## config.mk

```make
export PLATFORM = sky130hd
export DESIGN_NAME = hex_display_scanner
export DESIGN_NICKNAME = d
export VERILOG_FILES = /design/src/rtl/seg7_pkg.sv /design/src/rtl/seg7_lut.sv /design/src/rtl/hex_display_scanner.sv
export SDC_FILE = /design/constraint.sdc
export NUM_CORES = 1
export LEC_CHECK = 0
export CAP_MARGIN = 20
export CORE_MARGIN = 4
export CORE_UTILIZATION = 36
export CTS_CLUSTER_SIZE = 25
export DETAILED_ROUTE_END_ITERATION = 10
export PLACE_DENSITY = 0.52
export SYNTH_ARGS = -nofsm -noshare
export SYNTH_HDL_FRONTEND = slang
export SYNTH_SLANG_ARGS = --single-unit
```

## constraint.sdc

```tcl
create_clock -name clk -period 6.32 [get_ports clk]
set_clock_uncertainty 0.1 [all_clocks]
set_input_delay 1.264 -clock clk [delete_from_list [all_inputs] [get_ports clk]]
set_output_delay 1.264 -clock clk [all_outputs]
set_load 0.01 [all_outputs]
```

## src/rtl/seg7_pkg.sv

```systemverilog
// Shared 7-segment types and the hex-to-segment encoding used by the display scanner.
package seg7_pkg;

  typedef logic [6:0] seg7_t;

  localparam seg7_t SEG_BLANK = 7'h7F;

  // Active-low segment pattern {g,f,e,d,c,b,a} for one hex nibble.
  function automatic seg7_t hex_to_seg(input logic [3:0] nib);
    seg7_t seg;
    case (nib)
      4'h0:    seg = 7'h40;
      4'h1:    seg = 7'h79;
      4'h2:    seg = 7'h24;
      4'h3:    seg = 7'h30;
      4'h4:    seg = 7'h19;
      4'h5:    seg = 7'h12;
      4'h6:    seg = 7'h02;
      4'h7:    seg = 7'h78;
      4'h8:    seg = 7'h00;
      4'h9:    seg = 7'h18;
      4'hA:    seg = 7'h08;
      4'hB:    seg = 7'h03;
      4'hC:    seg = 7'h46;
      4'hD:    seg = 7'h21;
      4'hE:    seg = 7'h06;
      default: seg = 7'h0E;
    endcase
    return seg;
  endfunction

endpackage

```

## src/rtl/seg7_lut.sv

```systemverilog
// Combinational nibble-to-segment decoder shared by the scanner's selected digit.
module seg7_lut
  import seg7_pkg::*;
(
  input  logic [3:0] nib,
  output seg7_t      seg
);

  assign seg = hex_to_seg(nib);

endmodule

```

## src/rtl/hex_display_scanner.sv

```systemverilog
// Multiplexed 7-segment scanner with frame-synchronous loading, leading-zero
// blanking, per-digit decimal points and per-digit blink.
module hex_display_scanner
  import seg7_pkg::*;
#(
  parameter int NUM_DIGITS = 4,
  parameter int SCAN_DIV   = 1024,
  parameter int BLINK_DIV  = 2**22
) (
  input  logic                    clk,
  input  logic                    reset,
  input  logic                    load,
  input  logic [4*NUM_DIGITS-1:0] value,
  input  logic [NUM_DIGITS-1:0]   dp_in,
  input  logic [NUM_DIGITS-1:0]   blink_en,
  input  logic                    blank_lz,
  output logic [6:0]              seg_n,
  output logic                    dp_n,
  output logic [NUM_DIGITS-1:0]   an_n,
  output logic                    frame_sync,
  output logic                    pending
);

  localparam int VAL_W   = 4 * NUM_DIGITS;
  localparam int IDX_W   = $clog2(NUM_DIGITS);
  localparam int SCAN_W  = $clog2(SCAN_DIV);
  localparam int BLINK_W = $clog2(BLINK_DIV);

  localparam logic [IDX_W-1:0]   LAST_IDX   = IDX_W'(NUM_DIGITS - 1);
  localparam logic [SCAN_W-1:0]  SCAN_LAST  = SCAN_W'(SCAN_DIV - 1);
  localparam logic [BLINK_W-1:0] BLINK_LAST = BLINK_W'(BLINK_DIV - 1);

  logic [VAL_W-1:0]      shadow_value, active_value;
  logic [NUM_DIGITS-1:0] shadow_dp, active_dp;
  logic [NUM_DIGITS-1:0] shadow_blink, active_blink;
  logic                  shadow_blz, active_blz;

  logic [SCAN_W-1:0]     scan_cnt;
  logic [IDX_W-1:0]      idx;
  logic [BLINK_W-1:0]    blink_cnt;
  logic                  blink_phase;

  logic                  scan_wrap, blink_wrap, commit;
  logic [SCAN_W-1:0]     scan_cnt_nxt;
  logic [IDX_W-1:0]      idx_nxt;
  logic [BLINK_W-1:0]    blink_cnt_nxt;
  logic                  blink_phase_nxt;

  logic [VAL_W-1:0]      act_value_nxt;
  logic [NUM_DIGITS-1:0] act_dp_nxt, act_blink_nxt;
  logic                  act_blz_nxt;

  logic [NUM_DIGITS-1:0] lz_blank;
  logic                  zero_run;
  logic [3:0]            nib_sel;
  logic                  dp_sel, lz_sel, blink_sel;
  logic [NUM_DIGITS-1:0] an_sel;
  seg7_t                 seg_lut;

  // Next-state of counters and active regs; outputs decode from these so the
  // committed value appears on digit 0 together with frame_sync.
  always_comb begin
    scan_wrap       = (scan_cnt == SCAN_LAST);
    blink_wrap      = (blink_cnt == BLINK_LAST);
    commit          = scan_wrap && (idx == LAST_IDX);
    scan_cnt_nxt    = scan_wrap ? '0 : scan_cnt + 1'b1;
    blink_cnt_nxt   = blink_wrap ? '0 : blink_cnt + 1'b1;
    blink_phase_nxt = blink_wrap ? ~blink_phase : blink_phase;

    idx_nxt = idx;
    if (scan_wrap)
      idx_nxt = (idx == LAST_IDX) ? '0 : idx + 1'b1;

    act_value_nxt = active_value;
    act_dp_nxt    = active_dp;
    act_blink_nxt = active_blink;
    act_blz_nxt   = active_blz;
    if (commit && pending) begin
      act_value_nxt = shadow_value;
      act_dp_nxt    = shadow_dp;
      act_blink_nxt = shadow_blink;
      act_blz_nxt   = shadow_blz;
    end

    // A digit is a leading zero when it and every digit above it are zero.
    lz_blank = '0;
    zero_run = 1'b1;
    for (int k = NUM_DIGITS - 1; k >= 0; k--) begin
      zero_run    = zero_run && (act_value_nxt[4*k +: 4] == 4'h0);
      lz_blank[k] = act_blz_nxt && zero_run && (k != 0);
    end

    nib_sel   = act_value_nxt[4*idx_nxt +: 4];
    dp_sel    = act_dp_nxt[idx_nxt];
    lz_sel    = lz_blank[idx_nxt];
    blink_sel = act_blink_nxt[idx_nxt] && blink_phase_nxt;

    an_sel          = '0;
    an_sel[idx_nxt] = 1'b1;
  end

  seg7_lut u_lut (
    .nib (nib_sel),
    .seg (seg_lut)
  );

  always_ff @(posedge clk) begin
    if (reset) begin
      shadow_value <= '0;
      shadow_dp    <= '0;
      shadow_blink <= '0;
      shadow_blz   <= 1'b0;
      active_value <= '0;
      active_dp    <= '0;
      active_blink <= '0;
      active_blz   <= 1'b0;
      scan_cnt     <= '0;
      idx          <= '0;
      blink_cnt    <= '0;
      blink_phase  <= 1'b0;
      pending      <= 1'b0;
      frame_sync   <= 1'b0;
      seg_n        <= SEG_BLANK;
      dp_n         <= 1'b1;
      an_n         <= '1;
    end else begin
      scan_cnt    <= scan_cnt_nxt;
      idx         <= idx_nxt;
      blink_cnt   <= blink_cnt_nxt;
      blink_phase <= blink_phase_nxt;

      active_value <= act_value_nxt;
      active_dp    <= act_dp_nxt;
      active_blink <= act_blink_nxt;
      active_blz   <= act_blz_nxt;

      // A load on the commit edge lands in shadow after the old shadow moved
      // to active, so it stays pending for the next frame.
      if (load) begin
        shadow_value <= value;
        shadow_dp    <= dp_in;
        shadow_blink <= blink_en;
        shadow_blz   <= blank_lz;
        pending      <= 1'b1;
      end else if (commit) begin
        pending <= 1'b0;
      end

      frame_sync <= commit;
      seg_n      <= (lz_sel || blink_sel) ? SEG_BLANK : seg_lut;
      dp_n       <= ~(dp_sel && !lz_sel && !blink_sel);
      an_n       <= ~an_sel;
    end
  end

endmodule
```

# Yosys cells after proc, flatten, opt, wreduce, memory -nomap -nowiden
# Memory sizes are Yosys's and may differ from the RTL's. A register that Yosys moved wholly into a read port is not among the register bits.
# Cells that the tools add are included.
[word_totals]
input_bits = 28
regBits = 92
memories = 1
output_inout_bits = 14
mem_bits_ro = 112
wordCells = 67
[memory_table]
columns = ["memory", "depth", "width", "rd", "rd_clocked_by_memory_dff", "wr", "line", "rtl"]
rows = [
  ["(name not given)", 16, 7, 1, 1, 0, "seg7_pkg.sv:11", "case (nib)"],
]
[classes]
mux = 17
order_cmp = 2
bitwise = 3
shift = 1
n_reduce_logical = 21
eq_ne = 3
addsub = 3
[op_table]
columns = ["operator", "n"]
rows = [
  ["$add A22 B1 Y22 const B", 1],
  ["$eq A22 B22 Y1 const B", 1],
  ["$mux W16", 1],
  ["$shiftx A16 B5 Y4", 1],
  ["$logic_not A4 Y1", 3],
  ["$logic_and A1 B1 Y1", 11],
  ["$add A10 B1 Y10 const B", 1],
  ["$eq A10 B10 Y1 const B", 1],
  ["$mux W1", 8],
  ["$mux W4", 2],
  ["$bmux W1 S2", 3],
  ["$reduce_or A2 Y1", 3],
  ["$mux W2", 2],
  ["$not A4 Y4", 1],
  ["$lt A2 B3 Y1 const B", 1],
  ["$add A2 B1 Y2 const B", 1],
  ["$demux W1 S2", 1],
  ["$eq A2 B2 Y1 const B", 1],
  ["$ge A2 B1 Y1 const B", 1],
  ["$logic_not A1 Y1", 2],
  ["$not A1 Y1", 2],
  ["$reduce_bool A2 Y1", 1],
  ["$logic_or A1 B1 Y1", 1],
]

# Logic depth before layout (Yosys ltp)
[depth]
depth_word = 14
ltp_mapped = 15
mapped_depth_nobuf = 13

# Hierarchy
# Synthesis repeated with hierarchy kept, for this count alone.
[hier_totals]
hier_cells = 494
area_unflattened_um2 = 4302.9
[modules_own_cells]
columns = ["module", "instances", "area_each_um2", "seq_area_each_um2", "cells_each"]
rows = [
  ["hex_display_scanner", 1, 4035.1, 1981.9, 459],
  ["seg7_lut", 1, 267.8, 0.0, 35],
]

# Least setup slack after synthesis
# OpenSTA, ideal clock, no wires.
[synth_timing]
path_type = "reg-to-reg"
start = "register scan_cnt[0]"
end = "register seg_n[3]"
required_ns = 6.095
setup_slack_ns = 3.571
setup_time_ns = 0.125
arrival_time_ns = 2.524
period_less_slack_ns = 2.749
path_stages_with_launch = 11
cell_sequence = "dfxtp_1 > ha_1 > nand3_2 > nor3_4 > mux2i_1 > a21oi_1 > nand3_1 > nand3_2 > ha_1 > o31ai_1 > o21ai_1"
[synth_between]
elab_chain_len = 12
elab_cells_between_ends = 23
classes_between = "eq/ne (1); shift (1); mux (8); reduce/logical (13)"
[synth_lines]
columns = ["element", "line", "rtl"]
rows = [
  ["start: declaration", "hex_display_scanner.sv:38", "logic [SCAN_W-1:0] scan_cnt;"],
  ["start signal: assignment", "hex_display_scanner.sv:127", "scan_cnt <= scan_cnt_nxt;"],
  ["$eq A10 B10 Y1 *", "hex_display_scanner.sv:63", "scan_wrap = (scan_cnt == SCAN_LAST);"],
  ["$logic_and A1 B1 Y1", "hex_display_scanner.sv:65", "commit = scan_wrap && (idx == LAST_IDX);"],
  ["$logic_and A1 B1 Y1", "hex_display_scanner.sv:78", "if (commit && pending) begin"],
  ["$mux W16", "hex_display_scanner.sv:78", ""],
  ["$logic_not A4 Y1", "hex_display_scanner.sv:89", "zero_run = zero_run && (act_value_nxt[4*k +: 4] == 4'h0);"],
  ["$logic_and A1 B1 Y1 (2 in a row)", "hex_display_scanner.sv:89", ""],
  ["$logic_and A1 B1 Y1", "hex_display_scanner.sv:90", "lz_blank[k] = act_blz_nxt && zero_run && (k != 0);"],
  ["$bmux W1 S2", "hex_display_scanner.sv:95", "lz_sel = lz_blank[idx_nxt];"],
  ["$mux W1 (not written as such)", "hex_display_scanner.sv:95", ""],
  ["$logic_or A1 B1 Y1", "hex_display_scanner.sv:150", "seg_n <= (lz_sel || blink_sel) ? SEG_BLANK : seg_lut;"],
  ["$reduce_or A2 Y1 (no source line)", "--", ""],
  ["end: declaration", "hex_display_scanner.sv:17", "output logic [6:0] seg_n,"],
]
# Mark *: on every way between the ends. The rest lies on a longest branch, timed or not. The select of a mux whose other input is x is not followed.
# A chain may end at the register's enable or synchronous reset.

# Worst setup path after layout
# Same ends and word-level chain as after synthesis.

==> results.toml <==
[synth]
synth_commonest_cells = "dfxtp_1, nand2_1, nor2_1, mux2i_1, a21oi_1"
synth_nets = 557
yosysMostFrequentCell = "dfxtp_1"
synthArstFlopShare_pct = 0
ys_types = 53
synth_edf_count = 0
synth_ff_type = "dfxtp_1"
synth_warnings = 0
synth_area_um2 = 4530
synth_top_cell_by_area = "dfxtp_1"
avgSynthCellArea_um2 = 8.69
yosys_register_bits = 99
yosysTopAreaCellShare_pct = 43.8
synth.top_cells.by_area = "dfxtp_1, mux2i_1, nand2_1, nor2_1, xor2_1"
yosysSeqAreaShare_pct = 43.8
postSynthCellCount = 521

[power]
power.density_nw_per_um2 = 239
ir_worst_vdd_mv = 0.162
p_leak_nw = 1.88

[clock_tree]
cts.sinks = 99
cts_root_buf = "clkbuf_16"
post_cts_buffers = 0
cts_made_buffers = 9
htree_levels = 3
cts_hold_buf = 0
clk_latency_ns = 0.36
cts_tree = "built"
cts-resized-gates = 0
clockBufferDepth = 2
clkTransAtPathRegs_ns = 0.07

[grt]
grt_max_degree = 38
grt_pass1_vias = 3564
grt_pass1_wl_um = 18100
antenna_found_initial = 0
overflow = 0
grt_usage_pct = 15.7

[floorplan]
coreArea_um2 = 12200
pin_count = 42
die_w_um = 120
dieHeight_um = 120
rows = 40
dieArea_um2 = 14400
start_util_pct = 37.2

[drt]
ant_nets = 0
viasPerCell = 5.07
vias = 3626
first_pass_iters = 5
drtIter0Drc = 237
drcViolationCount = 0
finalWirelength_um = 10700
wl_per_cell_um = 15.0

[critical_path]
cp-end-kind = "flip-flop"
cp_data_required_time_ns = 6.51
path_max_fanout = 14
start_kind = "flip-flop"
r2r-start = "scan_cnt[0]"
critical_path_arrival_ns = 3.87
rrSetupSlack_ns = 2.63
ff2ff_path_depth = 13
critPathKind = "flip-flop to flip-flop"
worstReg2RegEnd = "seg_n[3]"

[sta]
period_needed_ns = 3.69
max_freq_ghz = 0.271
worst_slew_pin_slew_ns = 0.906
hold_viol = 0
drv_slew = 0
setup_viol = 0
rsz0062_at_grt = "false"
max-slew-margin-rel_pct = 39.6
fin_crit_sh_pct = 58.3
fin_setup_tns_ns = 0

[status]
outcome = "complete, no violations"

[hold_path]
holdPathStages = 2
min_to = "active_blz"
min-delay-start = "active_blz"
hp-class = "flip-flop to flip-flop"

[finish]
drive_gt1_share_pct = 7.31
fin_cells = 715
diodes = 0
area_growth_pct = 16.9
nets = 580

[run]
max-cap-violations = 0

[placement]
place_hpwl_um = 7470
gp_congestion = 0.848
port_buffers = 41
dp.cells = 701
cell families (layout without fill, tap and decap cells):
kind of cell / count (synthesis) / count (layout) / share of synthesized area (%)
xor gates and xnor gates: 28 / 28 / 5.42
buffers and inverters: 40 / 66 / 4.14
and+or+nand+nor: 234 / 234 / 24.5
muxes: 40 / 40 / 8.98
adders and majority gates: 8 / 8 / 2.21
DFF: 99 / 99 / 43.8
AOI/OAI and AO/OA: 72 / 72 / 11.0
through the flow:
step                      hold slack [ns]  utilization, %  area, um^2  worst slack [ns]  total power, mW
final                               0.352            43.5        5290              2.63             1.27
after detailed placement            0.346            41.1        5000              2.70            0.733
after global routing                0.373            43.5        5290              2.30             1.32
after CTS                           0.355            43.5        5290              2.68             1.28
after floorplan                     0.330               -        4530              3.57            0.698
after global placement              0.344            41.1        5000              2.83            0.732
sequential cells by signal (all words and copies together) (netlist names):
register      count
shadow_blink      4
frame_sync        1
dp_n              1
shadow_dp         4
active_value     16
shadow_blz        1
blink_cnt        22
blink_phase       1
active_blz        1
shadow_value     16
pending           1
seg_n             7
active_dp         4
active_blink      4
scan_cnt         10
an_n              4
idx               2
final cells by class:
type | instances | area, um^2
tap | 168 | 210
inverter | 8 | 30.0
fill | 1227 | 6870
timing repair buffer | 44 | 423
multi-input combinational | 382 | 2360
clock buffer | 9 | 225
sequential | 99 | 1980
clock inverter | 5 | 63.8
critical path: stages, from the launching register on:
cell	delay [ns]
dfxtp_1	0.38
ha_1	0.23
nand3_2	0.24
nor3_4	0.69
mux2i_1	0.70
a21oi_1	0.15
nand3_1	0.13
nand3_2	0.17
inv_1	0.12
ha_1	0.21
inv_1	0.09
o211ai_1	0.18
o31ai_1	0.09
o21ai_1	0.11
per-layer routing:
metal  GRT usage, %  routed length (um)  vias up
met2           26.5                5310       65
li1               -                   -     1835
met5              0                   0        -
met4           3.87                  87        0
met1           19.4                4860     1719
met3           5.18                 451        7
power breakdown:
part	leakage, nW	switching, mW	internal (mW)
logic	0.932	0.0294	0.0346
registers	0.807	0.0139	0.639
clock network	0.138	0.244	0.305
worst max path at each step:
stage | from | to | slack [ns] | cells past startpoint
after detailed placement | scan_cnt[0] | seg_n[3] | 2.70 | 10
after global routing | scan_cnt[0] | seg_n[3] | 2.30 | 13
after CTS | scan_cnt[0] | seg_n[3] | 2.68 | 10
final | scan_cnt[0] | seg_n[3] | 2.63 | 13
after global placement | scan_cnt[0] | seg_n[3] | 2.83 | 10
after floorplan | scan_cnt[0] | seg_n[3] | 3.57 | 10
placed cells by master (no fill, tap or decap), drive strengths merged, types with 3 or more instances in the layout:
master / Yosys / layout
and4: 3 / 3
xor2: 22 / 22
ha: 8 / 8
a31oi: 5 / 5
a21oi: 32 / 32
nor3: 7 / 7
buf: 12 / 5
xnor2: 6 / 6
inv: 8 / 9
nor4: 13 / 13
or3: 6 / 6
a22oi: 3 / 3
nand2b: 3 / 3
o211ai: 6 / 6
nand2: 87 / 87
dfxtp: 99 / 99
nor2: 66 / 66
nand4: 4 / 4
mux2i: 38 / 38
clkdlybuf4s50: 0 / 39
and3: 10 / 10
a211oi: 3 / 3
o21ai: 7 / 7
nand3: 27 / 27
clkbuf: 20 / 9
No activity file was read; power rests on OpenSTA's default activity.
